--- config.mk ---
export PLATFORM = sky130hd
export DESIGN_NAME = lct_deadtime_filter_flat
export DESIGN_NICKNAME = d
export VERILOG_FILES = /design/src/rtl/alct_lct_pkg.sv /design/src/rtl/lct_deadtime_filter_if.sv /design/src/rtl/lct_dt_record.sv /design/src/rtl/lct_deadtime_filter.sv /design/src/flat_wrapper.sv
export SDC_FILE = /design/constraint.sdc
export NUM_CORES = 1
export LEC_CHECK = 0
export CORE_ASPECT_RATIO = 1.1
export CORE_MARGIN = 2
export CORE_UTILIZATION = 55
export DETAILED_ROUTE_END_ITERATION = 12
export PLACE_DENSITY = 0.83
export SLEW_MARGIN = 20
export SYNTH_ARGS = -nofsm -noshare
export SYNTH_HDL_FRONTEND = slang
export SYNTH_SLANG_ARGS = --single-unit
--- constraint.sdc ---
create_clock -name clk -period 15.7 [get_ports clk]
set_input_delay 3.14 -clock clk [delete_from_list [all_inputs] [get_ports clk]]
set_output_delay 3.14 -clock clk [all_outputs]
set_load 0.05 [all_outputs]
--- src/rtl/alct_lct_pkg.sv ---
// ============================================================================
//  Module      : alct_lct_pkg
//  Description : Shared LCT field widths, BX counter modulus, LCT struct and
//                the +-1 key-wire adjacency helper.
//  Revision    : 1.0  initial release
// ============================================================================
`default_nettype none

package alct_lct_pkg;

    localparam int KEY_W   = 7;
    localparam int Q_W     = 2;
    localparam int BXN_W   = 12;
    localparam int CNT_W   = 4;
    localparam int MAX_BXN = 3564;

    typedef struct packed {
        logic             v;
        logic [Q_W-1:0]   q;
        logic [KEY_W-1:0] key;
        logic             fa;
    } lct_t;

    // Widened by one bit so keys at the ends of the range never alias.
    function automatic logic key_near(input logic [KEY_W-1:0] a,
                                      input logic [KEY_W-1:0] b);
        logic [KEY_W:0] wa;
        logic [KEY_W:0] wb;
        wa = {1'b0, a};
        wb = {1'b0, b};
        return (wa == wb) || (wa == wb + 1'b1) || (wb == wa + 1'b1);
    endfunction

endpackage

`default_nettype wire

--- src/rtl/lct_deadtime_filter_if.sv ---
// ============================================================================
//  Module      : lct_deadtime_filter_if
//  Description : LCT candidate inputs, control and filtered LCT outputs.
//  Revision    : 1.0  initial release
// ============================================================================
`default_nettype none

interface lct_deadtime_filter_if;
    import alct_lct_pkg::*;

    logic             hv;
    logic [Q_W-1:0]   hp;
    logic [KEY_W-1:0] hnp;
    logic             hfap;
    logic             lv;
    logic [Q_W-1:0]   lp;
    logic [KEY_W-1:0] lnp;
    logic             lfap;
    logic [1:0]       shower_int;
    logic [CNT_W-1:0] dead_time;
    logic             bc0;
    logic [BXN_W-1:0] bxn_offset;
    logic             trig_stop;

    logic             lct0_v;
    logic [Q_W-1:0]   lct0_q;
    logic [KEY_W-1:0] lct0_key;
    logic             lct0_fa;
    logic             lct1_v;
    logic [Q_W-1:0]   lct1_q;
    logic [KEY_W-1:0] lct1_key;
    logic             lct1_fa;
    logic [BXN_W-1:0] lct_bxn;
    logic [1:0]       shower_out;
    logic [15:0]      supp_cnt;

    modport master (
        output hv, hp, hnp, hfap, lv, lp, lnp, lfap,
        output shower_int, dead_time, bc0, bxn_offset, trig_stop,
        input  lct0_v, lct0_q, lct0_key, lct0_fa,
        input  lct1_v, lct1_q, lct1_key, lct1_fa,
        input  lct_bxn, shower_out, supp_cnt
    );

    modport slave (
        input  hv, hp, hnp, hfap, lv, lp, lnp, lfap,
        input  shower_int, dead_time, bc0, bxn_offset, trig_stop,
        output lct0_v, lct0_q, lct0_key, lct0_fa,
        output lct1_v, lct1_q, lct1_key, lct1_fa,
        output lct_bxn, shower_out, supp_cnt
    );

endinterface

`default_nettype wire

--- src/rtl/lct_dt_record.sv ---
// ============================================================================
//  Module      : lct_dt_record
//  Description : One dead-time record: adjacency/quality match, load, countdown.
//  Revision    : 1.0  initial release
// ============================================================================
`default_nettype none

module lct_dt_record
    import alct_lct_pkg::*;
(
    input  logic             clk,
    input  logic             rst,
    input  logic             clr_i,
    input  logic [CNT_W-1:0] dead_time_i,
    input  logic [KEY_W-1:0] h_key_i,
    input  logic [Q_W-1:0]   h_q_i,
    input  logic             load_h_i,
    input  logic [KEY_W-1:0] l_key_i,
    input  logic [Q_W-1:0]   l_q_i,
    input  logic             load_l_i,
    output logic             busy_o,
    output logic [CNT_W-1:0] cnt_o,
    output logic             near_h_o,
    output logic             supp_h_o,
    output logic             post_busy_o,
    output logic [CNT_W-1:0] post_cnt_o,
    output logic             near_l_o,
    output logic             supp_l_o
);

    logic             busy_q, busy_d;
    logic [KEY_W-1:0] key_q,  key_d;
    logic [Q_W-1:0]   q_q,    q_d;
    logic [CNT_W-1:0] cnt_q,  cnt_d;

    logic [KEY_W-1:0] w_key_ph;
    logic [Q_W-1:0]   w_q_ph;

    // The l candidate sees this record as it will look after any h load.
    assign post_busy_o = busy_q | load_h_i;
    assign post_cnt_o  = load_h_i ? dead_time_i : cnt_q;
    assign w_key_ph    = load_h_i ? h_key_i : key_q;
    assign w_q_ph      = load_h_i ? h_q_i   : q_q;

    assign busy_o   = busy_q;
    assign cnt_o    = cnt_q;
    assign near_h_o = busy_q & key_near(h_key_i, key_q);
    assign supp_h_o = near_h_o & (h_q_i <= q_q);
    assign near_l_o = post_busy_o & key_near(l_key_i, w_key_ph);
    assign supp_l_o = near_l_o & (l_q_i <= w_q_ph);

    always_comb begin
        busy_d = busy_q;
        key_d  = key_q;
        q_d    = q_q;
        cnt_d  = cnt_q;
        if (clr_i) begin
            busy_d = 1'b0;
            key_d  = '0;
            q_d    = '0;
            cnt_d  = '0;
        end else if (load_l_i) begin
            busy_d = 1'b1;
            key_d  = l_key_i;
            q_d    = l_q_i;
            cnt_d  = dead_time_i;
        end else if (load_h_i) begin
            busy_d = 1'b1;
            key_d  = h_key_i;
            q_d    = h_q_i;
            cnt_d  = dead_time_i;
        end else if (busy_q) begin
            cnt_d = cnt_q - 1'b1;
            if (cnt_q <= CNT_W'(1)) begin
                busy_d = 1'b0;
            end
        end
    end

    always_ff @(posedge clk) begin
        if (rst) begin
            busy_q <= 1'b0;
            key_q  <= '0;
            q_q    <= '0;
            cnt_q  <= '0;
        end else begin
            busy_q <= busy_d;
            key_q  <= key_d;
            q_q    <= q_d;
            cnt_q  <= cnt_d;
        end
    end

endmodule

`default_nettype wire

--- src/rtl/lct_deadtime_filter.sv ---
// ============================================================================
//  Module      : lct_deadtime_filter
//  Description : Dead-time repeat suppression, lct0/lct1 reordering, BXN stamp.
//  Revision    : 1.0  initial release
// ============================================================================
`default_nettype none

module lct_deadtime_filter
    import alct_lct_pkg::*;
#(
    parameter int NKEY    = 112,
    parameter int MAX_BXN = alct_lct_pkg::MAX_BXN,
    parameter int NREC    = 2
) (
    input  logic                  clk,
    input  logic                  rst,
    lct_deadtime_filter_if.slave  bus
);

    lct_t             w_h, w_l;
    logic             w_clr, w_filt_en;
    logic [NREC-1:0]  w_busy, w_near_h, w_supp_h, w_post_busy, w_near_l, w_supp_l;
    logic [NREC-1:0]  w_load_h, w_load_l;
    logic [NREC-1:0][CNT_W-1:0] w_cnt, w_post_cnt;
    logic             w_h_supp, w_l_supp, w_h_surv, w_l_surv;
    logic [16:0]      w_supp_sum;

    lct_t             lct0_q, lct0_d, lct1_q, lct1_d;
    logic [BXN_W-1:0] bxn_q, bxn_d, lct_bxn_q, lct_bxn_d;
    logic [1:0]       shower_q, shower_d;
    logic [15:0]      supp_q, supp_d;

    // Adjacent record first (overwrite), then lowest free, then oldest.
    function automatic logic [NREC-1:0] pick_target(
        input logic [NREC-1:0]             near,
        input logic [NREC-1:0]             busy,
        input logic [NREC-1:0][CNT_W-1:0]  cnt
    );
        logic [NREC-1:0]  sel;
        logic             found;
        logic [CNT_W-1:0] best;
        int               bi;
        sel   = '0;
        found = 1'b0;
        best  = cnt[0];
        bi    = 0;
        for (int i = 0; i < NREC; i++) begin
            if (!found && near[i]) begin
                sel[i] = 1'b1;
                found  = 1'b1;
            end
        end
        for (int i = 0; i < NREC; i++) begin
            if (!found && !busy[i]) begin
                sel[i] = 1'b1;
                found  = 1'b1;
            end
        end
        if (!found) begin
            for (int i = 1; i < NREC; i++) begin
                if (cnt[i] < best) begin
                    best = cnt[i];
                    bi   = i;
                end
            end
            for (int i = 0; i < NREC; i++) begin
                if (i == bi) sel[i] = 1'b1;
            end
        end
        return sel;
    endfunction

    always_comb begin
        w_h     = '0;
        w_h.v   = bus.hv & ({1'b0, bus.hnp} < (KEY_W+1)'(NKEY));
        w_h.q   = w_h.v ? bus.hp   : '0;
        w_h.key = w_h.v ? bus.hnp  : '0;
        w_h.fa  = w_h.v ? bus.hfap : 1'b0;
        w_l     = '0;
        w_l.v   = bus.lv & ({1'b0, bus.lnp} < (KEY_W+1)'(NKEY));
        w_l.q   = w_l.v ? bus.lp   : '0;
        w_l.key = w_l.v ? bus.lnp  : '0;
        w_l.fa  = w_l.v ? bus.lfap : 1'b0;
    end

    assign w_clr     = bus.trig_stop | (bus.dead_time == '0);
    assign w_filt_en = ~w_clr;

    generate
        for (genvar gi = 0; gi < NREC; gi++) begin : g_rec
            lct_dt_record u_rec (
                .clk         (clk),
                .rst         (rst),
                .clr_i       (w_clr),
                .dead_time_i (bus.dead_time),
                .h_key_i     (w_h.key),
                .h_q_i       (w_h.q),
                .load_h_i    (w_load_h[gi]),
                .l_key_i     (w_l.key),
                .l_q_i       (w_l.q),
                .load_l_i    (w_load_l[gi]),
                .busy_o      (w_busy[gi]),
                .cnt_o       (w_cnt[gi]),
                .near_h_o    (w_near_h[gi]),
                .supp_h_o    (w_supp_h[gi]),
                .post_busy_o (w_post_busy[gi]),
                .post_cnt_o  (w_post_cnt[gi]),
                .near_l_o    (w_near_l[gi]),
                .supp_l_o    (w_supp_l[gi])
            );
        end
    endgenerate

    assign w_h_supp = w_filt_en & w_h.v & (|w_supp_h);
    assign w_l_supp = w_filt_en & w_l.v & (|w_supp_l);
    assign w_h_surv = w_h.v & ~w_h_supp;
    assign w_l_surv = w_l.v & ~w_l_supp;

    assign w_load_h = (w_filt_en & w_h_surv)
                    ? pick_target(w_near_h, w_busy, w_cnt) : '0;
    assign w_load_l = (w_filt_en & w_l_surv)
                    ? pick_target(w_near_l, w_post_busy, w_post_cnt) : '0;

    assign w_supp_sum = {1'b0, supp_q} + 17'(w_h_supp) + 17'(w_l_supp);

    always_comb begin
        lct0_d    = '0;
        lct1_d    = '0;
        lct_bxn_d = '0;
        shower_d  = '0;
        supp_d    = w_supp_sum[16] ? 16'hFFFF : w_supp_sum[15:0];
        if (!bus.trig_stop) begin
            lct_bxn_d = bxn_q;
            shower_d  = bus.shower_int;
            if (w_h_surv) begin
                lct0_d = w_h;
                lct1_d = w_l_surv ? w_l : '0;
            end else if (w_l_surv) begin
                lct0_d = w_l;
            end
        end
        if (bus.bc0) begin
            bxn_d = bus.bxn_offset;
        end else if (bxn_q == BXN_W'(MAX_BXN - 1)) begin
            bxn_d = '0;
        end else begin
            bxn_d = bxn_q + 1'b1;
        end
    end

    always_ff @(posedge clk) begin
        if (rst) begin
            lct0_q    <= '0;
            lct1_q    <= '0;
            lct_bxn_q <= '0;
            shower_q  <= '0;
            supp_q    <= '0;
            bxn_q     <= '0;
        end else begin
            lct0_q    <= lct0_d;
            lct1_q    <= lct1_d;
            lct_bxn_q <= lct_bxn_d;
            shower_q  <= shower_d;
            supp_q    <= supp_d;
            bxn_q     <= bxn_d;
        end
    end

    assign bus.lct0_v     = lct0_q.v;
    assign bus.lct0_q     = lct0_q.q;
    assign bus.lct0_key   = lct0_q.key;
    assign bus.lct0_fa    = lct0_q.fa;
    assign bus.lct1_v     = lct1_q.v;
    assign bus.lct1_q     = lct1_q.q;
    assign bus.lct1_key   = lct1_q.key;
    assign bus.lct1_fa    = lct1_q.fa;
    assign bus.lct_bxn    = lct_bxn_q;
    assign bus.shower_out = shower_q;
    assign bus.supp_cnt   = supp_q;

endmodule

`default_nettype wire

--- src/flat_wrapper.sv ---
// flat-port wrapper written by rule: the top's interface ports become plain ports
module lct_deadtime_filter_flat import alct_lct_pkg::*;
#(
    parameter int NKEY    = 112,
    parameter int MAX_BXN = alct_lct_pkg::MAX_BXN,
    parameter int NREC    = 2
)
  (clk, rst, bus_hv, bus_hp, bus_hnp, bus_hfap, bus_lv, bus_lp, bus_lnp, bus_lfap, bus_shower_int, bus_dead_time, bus_bc0, bus_bxn_offset, bus_trig_stop, bus_lct0_v, bus_lct0_q, bus_lct0_key, bus_lct0_fa, bus_lct1_v, bus_lct1_q, bus_lct1_key, bus_lct1_fa, bus_lct_bxn, bus_shower_out, bus_supp_cnt);
  lct_deadtime_filter_if bus_i ();
  input  logic clk;
  input  logic rst;
  input wire logic [$bits(bus_i.hv)-1:0] bus_hv;
  input wire logic [$bits(bus_i.hp)-1:0] bus_hp;
  input wire logic [$bits(bus_i.hnp)-1:0] bus_hnp;
  input wire logic [$bits(bus_i.hfap)-1:0] bus_hfap;
  input wire logic [$bits(bus_i.lv)-1:0] bus_lv;
  input wire logic [$bits(bus_i.lp)-1:0] bus_lp;
  input wire logic [$bits(bus_i.lnp)-1:0] bus_lnp;
  input wire logic [$bits(bus_i.lfap)-1:0] bus_lfap;
  input wire logic [$bits(bus_i.shower_int)-1:0] bus_shower_int;
  input wire logic [$bits(bus_i.dead_time)-1:0] bus_dead_time;
  input wire logic [$bits(bus_i.bc0)-1:0] bus_bc0;
  input wire logic [$bits(bus_i.bxn_offset)-1:0] bus_bxn_offset;
  input wire logic [$bits(bus_i.trig_stop)-1:0] bus_trig_stop;
  output wire logic [$bits(bus_i.lct0_v)-1:0] bus_lct0_v;
  output wire logic [$bits(bus_i.lct0_q)-1:0] bus_lct0_q;
  output wire logic [$bits(bus_i.lct0_key)-1:0] bus_lct0_key;
  output wire logic [$bits(bus_i.lct0_fa)-1:0] bus_lct0_fa;
  output wire logic [$bits(bus_i.lct1_v)-1:0] bus_lct1_v;
  output wire logic [$bits(bus_i.lct1_q)-1:0] bus_lct1_q;
  output wire logic [$bits(bus_i.lct1_key)-1:0] bus_lct1_key;
  output wire logic [$bits(bus_i.lct1_fa)-1:0] bus_lct1_fa;
  output wire logic [$bits(bus_i.lct_bxn)-1:0] bus_lct_bxn;
  output wire logic [$bits(bus_i.shower_out)-1:0] bus_shower_out;
  output wire logic [$bits(bus_i.supp_cnt)-1:0] bus_supp_cnt;
  assign bus_i.hv = bus_hv;
  assign bus_i.hp = bus_hp;
  assign bus_i.hnp = bus_hnp;
  assign bus_i.hfap = bus_hfap;
  assign bus_i.lv = bus_lv;
  assign bus_i.lp = bus_lp;
  assign bus_i.lnp = bus_lnp;
  assign bus_i.lfap = bus_lfap;
  assign bus_i.shower_int = bus_shower_int;
  assign bus_i.dead_time = bus_dead_time;
  assign bus_i.bc0 = bus_bc0;
  assign bus_i.bxn_offset = bus_bxn_offset;
  assign bus_i.trig_stop = bus_trig_stop;
  assign bus_lct0_v = bus_i.lct0_v;
  assign bus_lct0_q = bus_i.lct0_q;
  assign bus_lct0_key = bus_i.lct0_key;
  assign bus_lct0_fa = bus_i.lct0_fa;
  assign bus_lct1_v = bus_i.lct1_v;
  assign bus_lct1_q = bus_i.lct1_q;
  assign bus_lct1_key = bus_i.lct1_key;
  assign bus_lct1_fa = bus_i.lct1_fa;
  assign bus_lct_bxn = bus_i.lct_bxn;
  assign bus_shower_out = bus_i.shower_out;
  assign bus_supp_cnt = bus_i.supp_cnt;
  lct_deadtime_filter #(.NKEY(NKEY), .MAX_BXN(MAX_BXN), .NREC(NREC)) u_core (.clk(clk), .rst(rst), .bus(bus_i));
endmodule
==> qor.yml, run 1 <==
p_comb_share_pct: 23.9
r2r_start: "u_core.g_rec[1].u_rec.key_q[2]$_SDFF_PP0_"
whs_path_depth: 2
drtIter0Drc: 769
core.rowCount: 43
maxCapViolations: 0
cts_hold_buf: 0
fin_setup_tns_ns: 0
async_flop_share_pct: 0
cts-root-buf: "clkbuf_16"
syn_nets: 981
status: "finished clean"
dp_hpwl_mm: 16.6
vias_per_cell: 6.46
grt_util_all_layers_pct: 31.5
fin_skew_ns: 0.00940
synth_cell_types: 90
gp_congestion: 0.981
synth_edf_count: 0
fp.dieH_um: 124
cts_tree: "yes"
initial_core_util_pct: 56.8
yosys_warnings: 0
p_leak_nw: 3.16
min_period_ns: 11.38
p_clk_share_pct: 36.1
worstHoldEndpoint: "u_core.bus.lct_bxn[0]$_SDFF_PP0_"
nets: 1041
p_int_mw: 0.412
hold_viol_final: 0
hold_path_class: "reg2reg"
finalWirelength_mm: 22.6
cts_resized: 0
netlist_instances: 910
synth.area.top_cells: "dfxtp_1 25%, xnor2_1 6.8%, nand2_1 4.5%, ha_1 4.5%, a21oi_1 3.9%"
postCtsSetupBuffers: 0
gr-total-overflow: 0
peakVddDrop_v: 0.0000478
clock_sinks: 92
worstPathRequired_ns: 15.97
utilization_pct: 66.5
p_switching_mw: 0.204
antenna_found_initial: 0
drive_gt1_share_pct: 7.69
ys_seq_area_share_pct: 25.4
synth.largest_area_cell: "dfxtp_1"
ant_nets: 0
hold_ws_ns: 0.487
path_class: "in2reg"
die_width_um: 113
reg2reg_slack_ns: 8.40
r2r-end: "u_core.bus.supp_cnt[2]$_SDFF_PP0_"
area.growth.synth_to_final_pct: 17.1
grt_pass1_vias: 6998
finalMaxSlewViolations: 0
post_drt_wl_per_cell_um: 20.0
core_um2: 12800
max_slew_margin_pct: 28.8
startpoint_type: "primary input"
via_count: 7308
synth_top_cells_by_count: "92 x dfxtp_1, 87 x nand2_1, 75 x nor2_1"
cp.arrival_ns: 11.64
power.share.switching_pct: 33.2
ctsLongestPathBuffers: 2
cp-end-kind: "register"
synth_top_area_share_pct: 25.4
worstRegToRegCells: 28
drtPass1Iterations: 5
fmax_ghz: 0.0879
cts_buffers: 9
power_density_nw_per_um2: 72.7
slowest_stage: "clkdlybuf4s50_1"
dieArea_um2: 14100
cts-htree-levels: 3
syn_area_um2: 7240
synth_top_flop_cell: "dfxtp_1"
clock_latency_ns: 0.34
avgSynthCellArea_um2: 7.96
rsz0062_at_grt: "false"
path_buf_inv: 5
setup_viol: 0
pwr-share-seq_pct: 40.1
clkTransAtPathRegs_ns: 0.07
min_from: "u_core.bxn_q[0]$_SDFF_PP0_"
yosysMostFrequentCell: "dfxtp_1"
ios: 96
fin_crit_sh_pct: 72.5
num_antenna_cells: 0
drc: 0
critical_path.max_stage_delay_ns: 0.96
ys_seq_elements: 92
portBuffers: 95
grt_first_pass_wirelength_mm: 35.9
grt_max_degree: 34
worstPathMaxFanout: 25
cp_top_family: "simple AND/OR/NAND/NOR gates"
tightestPinTransition_ns: 1.05
## power by group through the flow
stage | Clock (mW) | Sequential, mW | Combinational [mW]
2_1_floorplan | 0 | 0.258 | 0.0944
3_3_place_gp | 0 | 0.252 | 0.143
3_5_place_dp | 0 | 0.252 | 0.143
4_1_cts | 0.225 | 0.247 | 0.144
5_1_grt | 0.236 | 0.248 | 0.158
6_report | 0.222 | 0.247 | 0.147
## worst max path at each step
stage	from	end	depth (start not counted)	slack, ns
floorplan	bus_hv	u_core.bus.supp_cnt[10]$_SDFF_PP0_	36	5.69
global placement	bus_hv	u_core.bus.supp_cnt[1]$_SDFF_PP0_	33	4.57
detailed placement	bus_hv	u_core.bus.supp_cnt[4]$_SDFF_PP0_	33	4.23
CTS	bus_hv	u_core.bus.supp_cnt[2]$_SDFF_PP0_	33	4.53
global route	bus_hv	u_core.bus.supp_cnt[9]$_SDFF_PP0_	33	3.81
finish	bus_hv	u_core.bus.supp_cnt[2]$_SDFF_PP0_	33	4.32
## state kept, by name, summed over array words and instances, names as in the netlist, 4 cells and up
name and flops:
u_core.bus.supp_cnt 16, u_core.g_rec.u_rec.key_q 14, u_core.bus.lct_bxn 12, u_core.bxn_q 12, u_core.g_rec.u_rec.cnt_o 8, u_core.bus.lct0_key 7
u_core.bus.lct1_key 7, u_core.g_rec.u_rec.q_q 4
## worst register-to-register path: cells and delay by family (launching register included)
family                   cells  cell delay [ns]
AO/OA/AOI/OAI               10             2.42
buffers and inverters        3             0.43
flip-flops                   1             0.75
XOR/XNOR                     1             0.13
adder cells (fa/ha/maj)      3             0.85
AND/OR/NAND/NOR             11             2.65
## metrics by stage
stage	std cells	total power [mW]	instance area, um^2	setup WS [ns]
floorplan	910	0.352	7240	5.69
global placement	1116	0.395	8160	4.57
detailed placement	1116	0.395	8160	4.23
CTS	1132	0.615	8470	4.53
global route	1132	0.641	8480	3.81
finish	1132	0.617	8480	4.32
## final cells by class
| type | count | area, um^2 |
|---|---|---|
| flip-flops and latches | 92 | 1840 |
| multi-input cells | 730 | 4990 |
| clock inverters | 7 | 86.3 |
| repair buffers | 102 | 1000 |
| well taps | 157 | 196 |
| clock buffers | 9 | 225 |
| inverters | 35 | 131 |
| fillers | 1089 | 4270 |
## layout by cell type (no fill, tap or decap), types with 9 or more instances in the layout
cell / n
clkdlybuf4s50_1: 95
dfxtp_1: 92
nand2_1: 87
nor2_1: 75
a21oi_1: 57
xnor2_1: 56
and2_1: 42
o21ai_0: 36
nand3_1: 35
inv_1: 33
ha_1: 26
nor3_1: 23
mux2i_1: 22
xor2_1: 21
and3_1: 18
a22oi_1: 16
o211ai_1: 13
mux2_2: 10
nor4_1: 9
or3_1: 9
nand2b_1: 9
a21o_1: 9
a211oi_2: 9
clkbuf_16: 9
## metal layers
layer | vias up | track usage [%] | part of all wire [%] | wire (um)
met3 | 95 | 5.26 | 8.2 | 1860
met5 | - | 0 | 0 | 0
met4 | 0 | 16.6 | 5.5 | 1240
met2 | 375 | 51.5 | 46 | 10500
met1 | 3443 | 39.5 | 40 | 9070
li1 | 3395 | - | - | -
## kinds of logic after synthesis
| kind of cell | synth area share, % |
|---|---|
| and+or+nand+nor | 25.6 |
| AOI/OAI and AO/OA | 23.9 |
| DFF | 25.4 |
| buffers and inverters | 5.69 |
| xor gates and xnor gates | 9.85 |
| muxes | 4.75 |
| adders and majority gates | 4.77 |
(Power assumes the default switching activity.)
==> inputs of run 2 (changes only) <==
--- a/config.mk
+++ b/config.mk
@@ -7,9 +7,9 @@
 export LEC_CHECK = 0
 export CORE_ASPECT_RATIO = 1.1
 export CORE_MARGIN = 2
-export CORE_UTILIZATION = 55
+export CORE_UTILIZATION = 51
 export DETAILED_ROUTE_END_ITERATION = 12
-export PLACE_DENSITY = 0.83
+export PLACE_DENSITY = 0.81
 export SLEW_MARGIN = 20
 export SYNTH_ARGS = -nofsm -noshare
 export SYNTH_HDL_FRONTEND = slang
==> constraint.sdc (replaced) <==
create_clock -name clk -period 9.5 [get_ports clk]
set_input_delay 1.9 -clock clk [delete_from_list [all_inputs] [get_ports clk]]
set_output_delay 1.9 -clock clk [all_outputs]
set_load 0.05 [all_outputs]
==> run 2 against run 1 <==
- setup slack got worse by 3.8 ns
- count of clock-buffer cells in the layout did not move
- largest power group unchanged
- first-iteration DRC count down 2.7%
- global-route usage fell by 1.1 points
- clock skew about the same
- critical path depth is 1 lower
- routed wire length increased by 1.5%
==> qor.yml, run 2 (same netlist as run 1, synthesis figures left out) <==
status: "finished clean"
final_cell_mix: "95 x clkdlybuf4s50_1, 92 x dfxtp_1, 87 x nand2_1"
core_um2: 13900
antenna_found_initial: 0
vias_per_cell: 6.30
slowest_stage: "or3_1"
via_count: 7403
finalWirelength_mm: 23.0
hold_viol_final: 0
dr.max_layer_used: "met4"
nets: 1054
drtIter0Drc: 748
wl_met2_mm: 10.6
clkTransAtPathRegs_ns: 0.07
min_period_ns: 8.93
cp-end-kind: "register"
dp_hpwl_mm: 16.9
fin_setup_tns_ns: 0
design_area_um2: 8630
power.share.switching_pct: 33.5
p_clk_share_pct: 36.1
cp-endpoint: "u_core.bus.supp_cnt[0]$_SDFF_PP0_"
p_int_mw: 0.685
portBuffers: 95
postCtsSetupBuffers: 0
ant_nets: 0
grt_pass1_vias: 7100
gr-total-overflow: 0
finalPower_mw: 1.03
clock_sinks: 92
placed_area_um2: 8300
worstPathRequired_ns: 9.78
grt_util_all_layers_pct: 30.5
pwr-share-seq_pct: 39.6
num_antenna_cells: 0
rsz0062_at_grt: "false"
critical_path.max_stage_delay_ns: 0.59
grt_max_degree: 34
drtPass1Iterations: 6
maxCapViolations: 0
hold_path_class: "reg2reg"
path_class: "in2reg"
p_switching_mw: 0.345
largest_reg_flops: 16
drc: 0
pre_cts_ws_ns: 0.331
post_drt_wl_per_cell_um: 19.5
ios: 96
core.rowCount: 45
p_comb_share_pct: 24.2
r2r-end: "u_core.bus.supp_cnt[0]$_SDFF_PP0_"
setup_ws_ns: 0.573
utilization_pct: 62.3
cp.arrival_ns: 9.21
r2r_start: "u_core.g_rec[0].u_rec.key_q[3]$_SDFF_PP0_"
worstPathMaxFanout: 19
wl_met3_mm: 2.07
finalMaxSlewViolations: 0
cts-htree-levels: 3
max_slew_margin_pct: 53.1
reg2reg_slack_ns: 2.52
setup.worst_path.start: "bus_hnp[6]"
grt_first_pass_wirelength_mm: 37.1
clock_latency_ns: 0.35
fin_crit_sh_pct: 94.0
power_density_nw_per_um2: 119
startpoint_type: "primary input"
fmax_ghz: 0.112
cts-root-buf: "clkbuf_16"
ctsLongestPathBuffers: 2
worstRegToRegCells: 27
gp_congestion: 1.05
tightestPinTransition_ns: 0.701
fp.dieH_um: 129
dieArea_um2: 15200
p_leak_nw: 3.23
cts_buffers: 9
cts_resized: 0
area.growth.synth_to_final_pct: 19.2
setup_viol: 0
peakVddDrop_v: 0.000107
cts_tree: "yes"
min_from: "u_core.bxn_q[0]$_SDFF_PP0_"
initial_core_util_pct: 52.3
cts_hold_buf: 0
drive_gt1_share_pct: 9.21
fin_skew_ns: 0.00915
wl_met1_mm: 9.05
die_width_um: 118
layout_commonest_cell: "clkdlybuf4s50_1"
-- run 2: changes by cell type in the layout (fill, tap and decap cells not counted) --
| cell | delta |
|---|---|
| nand2b_1 | -1 |
| a31oi_1 | -1 |
| a41oi_2 | +1 |
| buf_4 | +13 |
| nand2b_2 | +1 |
| a41oi_1 | -1 |
| a31oi_2 | +1 |
-- run 2: critical path, delay by kind of cell --
| kind | cells | cell delay, ns |
|---|---|---|
| AND/OR/NAND/NOR | 15 | 3.31 |
| AO/OA/AOI/OAI | 7 | 1.82 |
| adder cells (fa/ha/maj) | 4 | 1.12 |
| buffers and inverters | 5 | 0.91 |
| XOR/XNOR | 1 | 0.12 |
-- run 2: power groups by stage --
stage	logic [mW]	registers, mW	clock network (mW)
global placement	0.241	0.416	0
global route	0.268	0.409	0.398
detailed placement	0.242	0.416	0
floorplan	0.156	0.426	0
CTS	0.244	0.408	0.378
finish	0.249	0.408	0.372
-- run 2: metal layers --
layer / global-route usage [%] / vias to the layer above
met4: 17.4 / 0
met1: 37.4 / 3453
met5: 0 / -
li1: - / 3431
met3: 6.25 / 114
met2: 50.1 / 405
-- run 2: through the flow --
stage / hold WS, ns / instances
finish: 0.486 / 1176
global route: 0.519 / 1176
CTS: 0.490 / 1176
detailed placement: 0.473 / 1160
global placement: 0.474 / 1160
floorplan: 0.449 / 910
-- run 2: how the worst min path moves through the flow --
stage / endpoint / slack, ns / cells past startpoint
2_1_floorplan: u_core.bus.lct_bxn[0]$_SDFF_PP0_ / 0.45 / 2
3_5_place_dp: u_core.bus.lct_bxn[1]$_SDFF_PP0_ / 0.47 / 1
5_1_grt: u_core.bus.lct_bxn[0]$_SDFF_PP0_ / 0.52 / 2
4_1_cts: u_core.bus.lct_bxn[0]$_SDFF_PP0_ / 0.49 / 2
3_3_place_gp: u_core.bus.lct_bxn[0]$_SDFF_PP0_ / 0.47 / 2
6_report: u_core.bus.lct_bxn[0]$_SDFF_PP0_ / 0.49 / 2
-- run 2: cell type report --
cell class / count / area (um^2)
clock buffers: 9 / 225
clock inverters: 7 / 86.3
fillers: 1261 / 5220
inverters: 35 / 131
multi-input cells: 730 / 5010
flip-flops and latches: 92 / 1840
well taps: 188 / 235
repair buffers: 115 / 1100
==> inputs of run 3 (changes only) <==
--- a/config.mk
+++ b/config.mk
@@ -7,9 +7,9 @@
 export LEC_CHECK = 0
 export CORE_ASPECT_RATIO = 1.1
 export CORE_MARGIN = 2
-export CORE_UTILIZATION = 51
+export CORE_UTILIZATION = 55
 export DETAILED_ROUTE_END_ITERATION = 12
-export PLACE_DENSITY = 0.81
+export PLACE_DENSITY = 0.83
 export SLEW_MARGIN = 20
 export SYNTH_ARGS = -nofsm -noshare
 export SYNTH_HDL_FRONTEND = slang
==> constraint.sdc (replaced) <==
create_clock -name clk -period 8.26 [get_ports clk]
set_input_delay 1.652 -clock clk [delete_from_list [all_inputs] [get_ports clk]]
set_output_delay 1.652 -clock clk [all_outputs]
set_load 0.05 [all_outputs]
==> run 3 against run 2 <==
- first-iteration DRC count shrank 7.9%
- design area grew 3.6%
- setup slack lost 0.23 ns
- cell count grew 0.60%
- global-route usage grew 2.9 points
- count of clock-buffer cells in the layout is the same
- critical path type unchanged
- largest cell class unchanged
- highest routed layer unchanged
==> qor.yml, run 3 (same netlist as run 1, synthesis figures left out) <==
status: "finished clean"
initial_core_util_pct: 56.8
finalPower_mw: 1.20
grt_use_met3_pct: 6.08
gr-total-overflow: 0
finalMaxSlewViolations: 0
grt_pass1_vias: 7269
fin_setup_tns_ns: 0
ctsLongestPathBuffers: 2
hold_path_class: "reg2reg"
top_usage_layer: "met2"
worstRegToRegCells: 26
critical_path.max_stage_delay_ns: 0.58
grt_util_all_layers_pct: 33.4
reg2reg_slack_ns: 1.81
vias_per_cell: 6.29
final_cell_mix: "95 x clkdlybuf4s50_1, 92 x dfxtp_1, 87 x nand2_1"
fin_crit_sh_pct: 95.8
area.growth.synth_to_final_pct: 23.5
drive_gt1_share_pct: 12.9
via_count: 7437
whs_path_depth: 1
fmax_ghz: 0.126
cts-root-buf: "clkbuf_16"
dieArea_um2: 14100
min_period_ns: 7.92
cp.arrival_ns: 8.19
worstPathMaxFanout: 14
r2r-end: "u_core.bus.supp_cnt[6]$_SDFF_PP0_"
tightestPinTransition_ns: 1.08
utilization_pct: 70.1
layout_commonest_cell: "clkdlybuf4s50_1"
grt_first_pass_wirelength_mm: 37.8
clock_latency_ns: 0.35
antenna_found_initial: 0
maxCapViolations: 0
peakVddDrop_v: 0.000140
clock_sinks: 92
ant_nets: 0
max_slew_margin_pct: 27.1
drtIter0Drc: 689
portBuffers: 95
post_drt_wl_per_cell_um: 20.1
path_class: "in2reg"
gp_congestion: 1.02
hold_viol_final: 0
path_buf_inv: 6
cts_buffers: 9
fill_cells: 1044
grt_max_degree: 33
fp.dieH_um: 124
fin_skew_ns: 0.00863
largest_reg_flops: 16
core_um2: 12800
worstPathRequired_ns: 8.54
die_width_um: 113
cp_top_family: "simple AND/OR/NAND/NOR gates"
postCtsSetupBuffers: 0
grtUsageMet2_pct: 55.8
hold_ws_ns: 0.501
clkTransAtPathRegs_ns: 0.08
slowest_stage: "clkdlybuf4s50_1"
finalWirelength_mm: 23.8
power_density_nw_per_um2: 134
dp_hpwl_mm: 17.9
drc: 0
drtPass1Iterations: 6
nets: 1092
num_antenna_cells: 0
cp-end-kind: "register"
p_leak_nw: 3.42
min_from: "u_core.bxn_q[10]$_SDFF_PP0_"
worstHoldEndpoint: "u_core.bus.lct_bxn[10]$_SDFF_PP0_"
gr-usage-met1_pct: 40.0
core.rowCount: 43
setup_viol: 0
startpoint_type: "primary input"
cts_tree: "yes"
ios: 96
cts-htree-levels: 3
r2r_start: "u_core.g_rec[0].u_rec.key_q[3]$_SDFF_PP0_"
[run 3: worst max path at each step]
stage                     from                                 end  slack (ns)  depth (start not counted)
finish              bus_hnp[6]   u_core.bus.supp_cnt[6]$_SDFF_PP0_        0.34                         33
global route        bus_hnp[6]   u_core.bus.supp_cnt[1]$_SDFF_PP0_    -0.00008                         31
CTS                 bus_hnp[6]   u_core.bus.supp_cnt[6]$_SDFF_PP0_        0.23                         33
detailed placement  bus_hnp[6]   u_core.bus.supp_cnt[6]$_SDFF_PP0_       -0.10                         33
global placement    bus_hnp[6]   u_core.bus.supp_cnt[1]$_SDFF_PP0_        0.12                         33
floorplan           bus_hnp[6]  u_core.bus.supp_cnt[10]$_SDFF_PP0_        0.02                         37
[run 3: cell type report]
class	instances	area [um^2]	share of cell area [%]
sequential	92	1840	20.6
clock buffer	9	225	2.52
multi-input combinational	730	5030	56.3
tap	157	196	2.20
clock inverter	7	86.3	0.966
inverter	35	131	1.47
timing repair buffer	153	1420	15.9
[run 3: power by group]
| part | switching, mW | leakage (nW) | total, mW | internal, mW |
|---|---|---|---|---|
| Combinational | 0.178 | 2.53 | 0.305 | 0.126 |
| Sequential | 0.0139 | 0.747 | 0.469 | 0.455 |
| Clock | 0.208 | 0.151 | 0.426 | 0.218 |
| Total | 0.400 | 3.42 | 1.20 | 0.800 |
[run 3: what timing repair did]
item | CTS | global route
hold endpoints to repair | 0 | 0
setup endpoints to repair | 0 | 15
hold buffers | 0 | 0
resized for setup | 0 | 7
[run 3: metrics by stage]
stage               cell area [um^2]  setup slack, ns  std cells
global route                    8940       -0.0000755       1183
detailed placement              8590           -0.105       1167
floorplan                       7260           0.0193        910
CTS                             8900            0.225       1183
finish                          8940            0.344       1183
global placement                8590            0.121       1167
[run 3: worst register-to-register path: cells and delay by family, from the launching register on]
kind / cells / cell delay, ns
xor gates and xnor gates: 1 / 0.13
AOI/OAI and AO/OA: 8 / 2.03
and+or+nand+nor: 12 / 2.54
adders and majority gates: 3 / 0.85
DFF: 1 / 0.69
buffers and inverters: 2 / 0.14
[run 3: metal layers]
| layer | up-vias | wire (um) |
|---|---|---|
| li1 | 3501 | - |
| met1 | 3471 | 9240 |
| met2 | 363 | 11400 |
| met3 | 102 | 1720 |
| met4 | 0 | 1370 |
| met5 | - | 0 |
